File: config.mk
export PLATFORM = sky130hd
export DESIGN_NAME = seq_mul_div_unit
export DESIGN_NICKNAME = d
export VERILOG_FILES = /design/src/rtl/seq_mul_div_unit.sv
export SDC_FILE = /design/constraint.sdc
export NUM_CORES = 1
export LEC_CHECK = 0
export CAP_MARGIN = 20
export CORE_MARGIN = 2
export CORE_UTILIZATION = 51
export DETAILED_ROUTE_END_ITERATION = 6
export PLACE_DENSITY = 0.83
export SYNTH_ARGS = -nofsm -noshare
export SYNTH_HDL_FRONTEND = slang
export SYNTH_SLANG_ARGS = --single-unit
File: constraint.sdc
create_clock -name clk -period 2.36 [get_ports clk]
set_input_delay 0.472 -clock clk [delete_from_list [all_inputs] [get_ports clk]]
set_output_delay 0.472 -clock clk [all_outputs]
set_load 0.02 [all_outputs]
File: src/rtl/seq_mul_div_unit.sv
// rtl/seq_mul_div_unit.sv - multi-cycle signed/unsigned multiply/divide unit with HI/LO registers
module seq_mul_div_unit #(
    parameter int N = 4
) (
    input  logic         clk,
    input  logic         rst_n,
    input  logic [N-1:0] A,
    input  logic [N-1:0] B,
    input  logic [3:0]   F,
    input  logic         start,
    output logic         busy,
    output logic         done,
    output logic         div_zero,
    output logic [N-1:0] Y,
    output logic [N-1:0] hi,
    output logic [N-1:0] lo
);
    localparam int CW = $clog2(N);

    typedef enum logic [1:0] {S_IDLE, S_LOAD, S_RUN, S_FIX} state_t;

    state_t         state_q, state_d;
    logic [N-1:0]   hi_q, hi_d, lo_q, lo_d;
    logic [N-1:0]   a_q, a_d, b_q, b_d, m_q, m_d;
    logic [2*N-1:0] acc_q, acc_d;
    logic [CW-1:0]  cnt_q, cnt_d;
    logic           done_q, done_d, dz_q, dz_d, zero_q, zero_d;
    logic           is_div_q, is_div_d, is_sgn_q, is_sgn_d;
    logic           neg_quo_q, neg_quo_d, neg_rem_q, neg_rem_d;

    logic [N-1:0]   a_mag, b_mag;
    logic [N:0]     sum, shifted, diff;

    always_ff @(posedge clk or negedge rst_n) begin
        if (!rst_n) begin
            state_q   <= S_IDLE;
            hi_q      <= '0;
            lo_q      <= '0;
            a_q       <= '0;
            b_q       <= '0;
            m_q       <= '0;
            acc_q     <= '0;
            cnt_q     <= '0;
            done_q    <= 1'b0;
            dz_q      <= 1'b0;
            zero_q    <= 1'b0;
            is_div_q  <= 1'b0;
            is_sgn_q  <= 1'b0;
            neg_quo_q <= 1'b0;
            neg_rem_q <= 1'b0;
        end else begin
            state_q   <= state_d;
            hi_q      <= hi_d;
            lo_q      <= lo_d;
            a_q       <= a_d;
            b_q       <= b_d;
            m_q       <= m_d;
            acc_q     <= acc_d;
            cnt_q     <= cnt_d;
            done_q    <= done_d;
            dz_q      <= dz_d;
            zero_q    <= zero_d;
            is_div_q  <= is_div_d;
            is_sgn_q  <= is_sgn_d;
            neg_quo_q <= neg_quo_d;
            neg_rem_q <= neg_rem_d;
        end
    end

    always_comb begin
        state_d   = state_q;
        hi_d      = hi_q;
        lo_d      = lo_q;
        a_d       = a_q;
        b_d       = b_q;
        m_d       = m_q;
        acc_d     = acc_q;
        cnt_d     = cnt_q;
        done_d    = 1'b0;
        dz_d      = dz_q;
        zero_d    = zero_q;
        is_div_d  = is_div_q;
        is_sgn_d  = is_sgn_q;
        neg_quo_d = neg_quo_q;
        neg_rem_d = neg_rem_q;
        a_mag     = '0;
        b_mag     = '0;
        sum       = '0;
        shifted   = '0;
        diff      = '0;

        case (state_q)
            S_IDLE: begin
                if (start) begin
                    case (F)
                        4'd1: hi_d = A;
                        4'd3: lo_d = A;
                        4'd8, 4'd9, 4'd10, 4'd11: begin
                            // Operands are latched here so the caller may change them after acceptance
                            a_d      = A;
                            b_d      = B;
                            is_div_d = F[1];
                            is_sgn_d = ~F[0];
                            dz_d     = 1'b0;
                            zero_d   = F[1] && (B == '0);
                            state_d  = (F[1] && (B == '0)) ? S_FIX : S_LOAD;
                        end
                        default: ;
                    endcase
                end
            end
            S_LOAD: begin
                a_mag     = (is_sgn_q && a_q[N-1]) ? -a_q : a_q;
                b_mag     = (is_sgn_q && b_q[N-1]) ? -b_q : b_q;
                neg_quo_d = is_sgn_q && (a_q[N-1] ^ b_q[N-1]);
                neg_rem_d = is_sgn_q && a_q[N-1];
                acc_d     = {{N{1'b0}}, (is_div_q ? a_mag : b_mag)};
                m_d       = is_div_q ? b_mag : a_mag;
                cnt_d     = '0;
                state_d   = S_RUN;
            end
            S_RUN: begin
                // Divide keeps remainder in the upper half and quotient bits shift into the lower half
                if (is_div_q) begin
                    shifted = acc_q[2*N-1:N-1];
                    diff    = shifted - {1'b0, m_q};
                    if (!diff[N]) acc_d = {diff[N-1:0], acc_q[N-2:0], 1'b1};
                    else          acc_d = {acc_q[2*N-2:0], 1'b0};
                end else begin
                    sum   = {1'b0, acc_q[2*N-1:N]} + {1'b0, (acc_q[0] ? m_q : {N{1'b0}})};
                    acc_d = {sum, acc_q[N-1:1]};
                end
                cnt_d = cnt_q + 1'b1;
                if (cnt_q == CW'(N-1)) state_d = S_FIX;
            end
            S_FIX: begin
                if (zero_q) begin
                    hi_d = a_q;
                    lo_d = '1;
                    dz_d = 1'b1;
                end else if (is_div_q) begin
                    lo_d = neg_quo_q ? -acc_q[N-1:0] : acc_q[N-1:0];
                    hi_d = neg_rem_q ? -acc_q[2*N-1:N] : acc_q[2*N-1:N];
                end else begin
                    {hi_d, lo_d} = neg_quo_q ? -acc_q : acc_q;
                end
                zero_d  = 1'b0;
                done_d  = 1'b1;
                state_d = S_IDLE;
            end
            default: state_d = S_IDLE;
        endcase
    end

    assign busy     = (state_q != S_IDLE);
    assign done     = done_q;
    assign div_zero = dz_q;
    assign hi       = hi_q;
    assign lo       = lo_q;
    assign Y        = F[1] ? lo_q : hi_q;
endmodule

==> impl_metrics.py <==
metrics = {
    "critical_path": {
        "required_ns": 2.55,
        "worstPathArrival_ns": 2.45,
        "reg2reg_from": "m_q[0]",
        "critPathMaxStageDelay_ns": 0.48,
        "path_cells": "ha_1, fa_2, nand2b_4, a21oi_4, xor2_2, mux4_2, mux2_2",
        "worstSetupStartpoint": "m_q[0]",
        "path_buf_inv": 0,
        "crit_type": "reg2reg",
        "path_delay_family": "multiplexers",
        "startpoint_type": "flip-flop",
        "end_kind": "flip-flop",
        "cpMaxStageDelayCell": "mux4_2",
        "worstPathMaxFanout": 3,
    },
    "routing": {
        "drt_wl_total_um": 6561,
        "drc": 0,
        "via_count": 2293,
        "route.antenna.remaining_nets": 0,
        "wl_per_cell_um": 16.74,
        "firstDrtPassIters": 4,
        "first_iter_violations": 156,
        "viasPerCell": 5.849,
    },
    "timing": {
        "slew_violations": 0,
        "slew_headroom_pct": 59.17,
        "finClkSkew_ns": 0.009310,
        "setup_viol": 0,
        "period_share_pct": 95.77,
        "worstMarginPinSlew_ns": 0.6125,
        "hold_violations": 0,
        "rsz0062_at_grt": "no",
        "hold_slack_ns": 0.1702,
        "fmax_mhz": 442.4,
        "fin_setup_tns_ns": 0,
        "finalWorstPathRequiredPeriod_ns": 2.260,
    },
    "layout": {
        "final_util_pct": 63.58,
        "area_growth_pct": 20.26,
        "final_common_cell": "dfrtp_1",
        "drive_above_1_share_pct": 17.70,
        "fin_nets": 355,
        "final_cell_mix": "dfrtp_1 (39), nand2_1 (28), clkdlybuf4s50_1 (27)",
        "diodes": 0,
    },
    "power": {
        "power_density_nw_per_um2": 1506,
        "ir_drop_uv": 750.5,
        "power.leakage_nw": 1.443,
    },
    "yosys": {
        "avgSynthCellArea_um2": 9.637,
        "synth_warnings": 0,
        "async_reset_ff_share_pct": 100.0,
        "syn-instance-count": 282,
        "synth_area_leader_cell": "dfrtp_1",
        "synth_area_um2": 2718,
        "synth_top_area_share_pct": 35.91,
        "synth_flop_cell": "dfrtp_1",
        "synth_cell_type_count": 54,
        "synth-edff-count": 0,
        "ys_seq_elements": 39,
        "synthTopCellsByArea": "dfrtp_1 (36%), ha_1 (7.8%), mux2_2 (7.5%), nand2_1 (3.9%), mux2i_1 (3.7%)",
        "syn_nets": 316,
        "synth_seq_area_share_pct": 35.91,
    },
    "hold_path": {
        "min_path_type": "in2async",
    },
    "cts": {
        "cts-buffers-inserted": 5,
        "path_clk_slew_ns": 0.08,
        "h-tree-depth": 2,
        "clk_latency_ns": 0.30,
        "cts_max_path_buffers": 2,
        "cts_sinks": 39,
        "cts_tree": "yes",
        "cts_setup_buffers": 0,
        "cts-root-buf": "clkbuf_8",
        "holdBufCountCts": 0,
    },
    "flow_run": {
        "cap_violations": 0,
    },
    "place": {
        "numPortBuffers": 29,
        "dp.final_hpwl_um": 4983,
        "place.gp.congestion": 0.8802,
    },
    "global_routing": {
        "grt.overflow.total": 0,
        "grt_max_degree": 26,
        "antenna_found_initial": 0,
        "grt_pass1_vias": 2289,
        "grt_use_total_pct": 23.36,
        "grt_pass1_wl_um": 11000,
    },
    "die": {
        "die_x_um": 77.00,
        "initial_core_util_pct": 52.87,
        "core_um2": 5140,
        "die_area_um2": 5928,
        "io_pins": 30,
        "die-height_um": 77.00,
        "num_rows": 26,
    },
    "outcome": {
        "outcome": "finished clean",
    },
}
## cells in the mapped netlist, drive strengths merged, types with 2 or more instances
| library cell | number |
|---|---|
| ha | 17 |
| and2 | 2 |
| o31ai | 4 |
| o211ai | 2 |
| mux2 | 19 |
| nor2b | 2 |
| buf | 2 |
| o22ai | 7 |
| nand2b | 4 |
| mux2i | 10 |
| nand2 | 28 |
| o21ai | 20 |
| fa | 2 |
| a31oi | 4 |
| o21a | 2 |
| clkbuf | 12 |
| a311oi | 2 |
| xnor2 | 6 |
| xor2 | 6 |
| nand3b | 3 |
| inv | 26 |
| nor4 | 3 |
| a21o | 4 |
| nand3 | 8 |
| dfrtp | 39 |
| mux4 | 3 |
| a21oi | 15 |
| nor2 | 13 |
## power by group
group / total [mW] / internal (mW) / switching [mW]
registers: 1.34 / 0.968 / 0.371
clock network: 0.597 / 0.342 / 0.254
logic: 2.99 / 1.46 / 1.52
total: 4.92 / 2.77 / 2.15
## flip-flops by register name, indices dropped and copies added, names as in the netlist
name / flops
acc_q: 8
zero_q: 1
state_q: 2
done: 1
lo: 4
b_q: 4
hi: 4
a_q: 4
is_div_q: 1
is_sgn_q: 1
neg_rem_q: 1
m_q: 4
div_zero: 1
neg_quo_q: 1
cnt_q: 2
## cell type report
type                            count  area, um^2
Fill cell                         436        1872
Multi-Input combinational cell    203        1578
Sequential cell                    39       975.9
Timing Repair Buffer               46       411.6
Inverter                           26       97.59
Tap cell                           70       87.58
Clock buffer                        6       82.58
Clock inverter                      2       35.03
## per-stage QoR
step	setup slack [ns]	power (mW)	area (um^2)	instances
final	0.09975	4.921	3268	392
after global routing	0.02292	5.253	3268	392
after CTS	0.09993	4.900	3268	392
after detailed placement	-0.1149	4.285	3152	384
after global placement	-0.1151	4.162	3152	384
after floorplan	0.003883	3.348	2743	282
## worst reg2reg max path, delay by kind of cell, from the launching register on
kind / cells / cell delay, ns
mux: 2 / 0.75
fa+ha+maj: 2 / 0.60
flops: 1 / 0.40
compound gates: 1 / 0.17
simple gates: 1 / 0.16
xor+xnor: 1 / 0.09
## per-layer routing
layer / GRT usage [%] / up-vias / share of wire [%]
met3: 4.000 / 10 / 3.8
met2: 40.26 / 65 / 50
met4: 7.500 / 0 / 1.2
met5: 0 / - / 0
li1: - / 1079 / -
met1: 29.95 / 1139 / 45
## worst paths after layout
| path | cells after the start | end | slack (ns) |
|---|---|---|---|
| max | 7 | acc_q[0] | 0.1 |
| min | 1 | hi[3] | 0.17 |
| max reg2reg | 7 | acc_q[0] | 0.1 |
| min reg2reg | 1 | cnt_q[0] | 0.49 |
| max in group asynchronous | 2 | m_q[3] | 1.62 |
| min in group clk | 1 | cnt_q[0] | 0.49 |
## kinds of logic after synthesis
family / share of synthesized area (%)
xor gates and xnor gates: 3.867
DFF: 35.91
buffers and inverters: 6.952
and+or+nand+nor: 14.09
AOI/OAI and AO/OA: 15.70
muxes: 14.18
adders and majority gates: 9.300
## timing repair
item / in CTS / in global routing
endpoints found under the setup margin: 4 / 0
gates resized for setup: 1 / 0
endpoints found under the hold margin: 0 / 0
No activity file was read; power rests on OpenSTA's default activity.
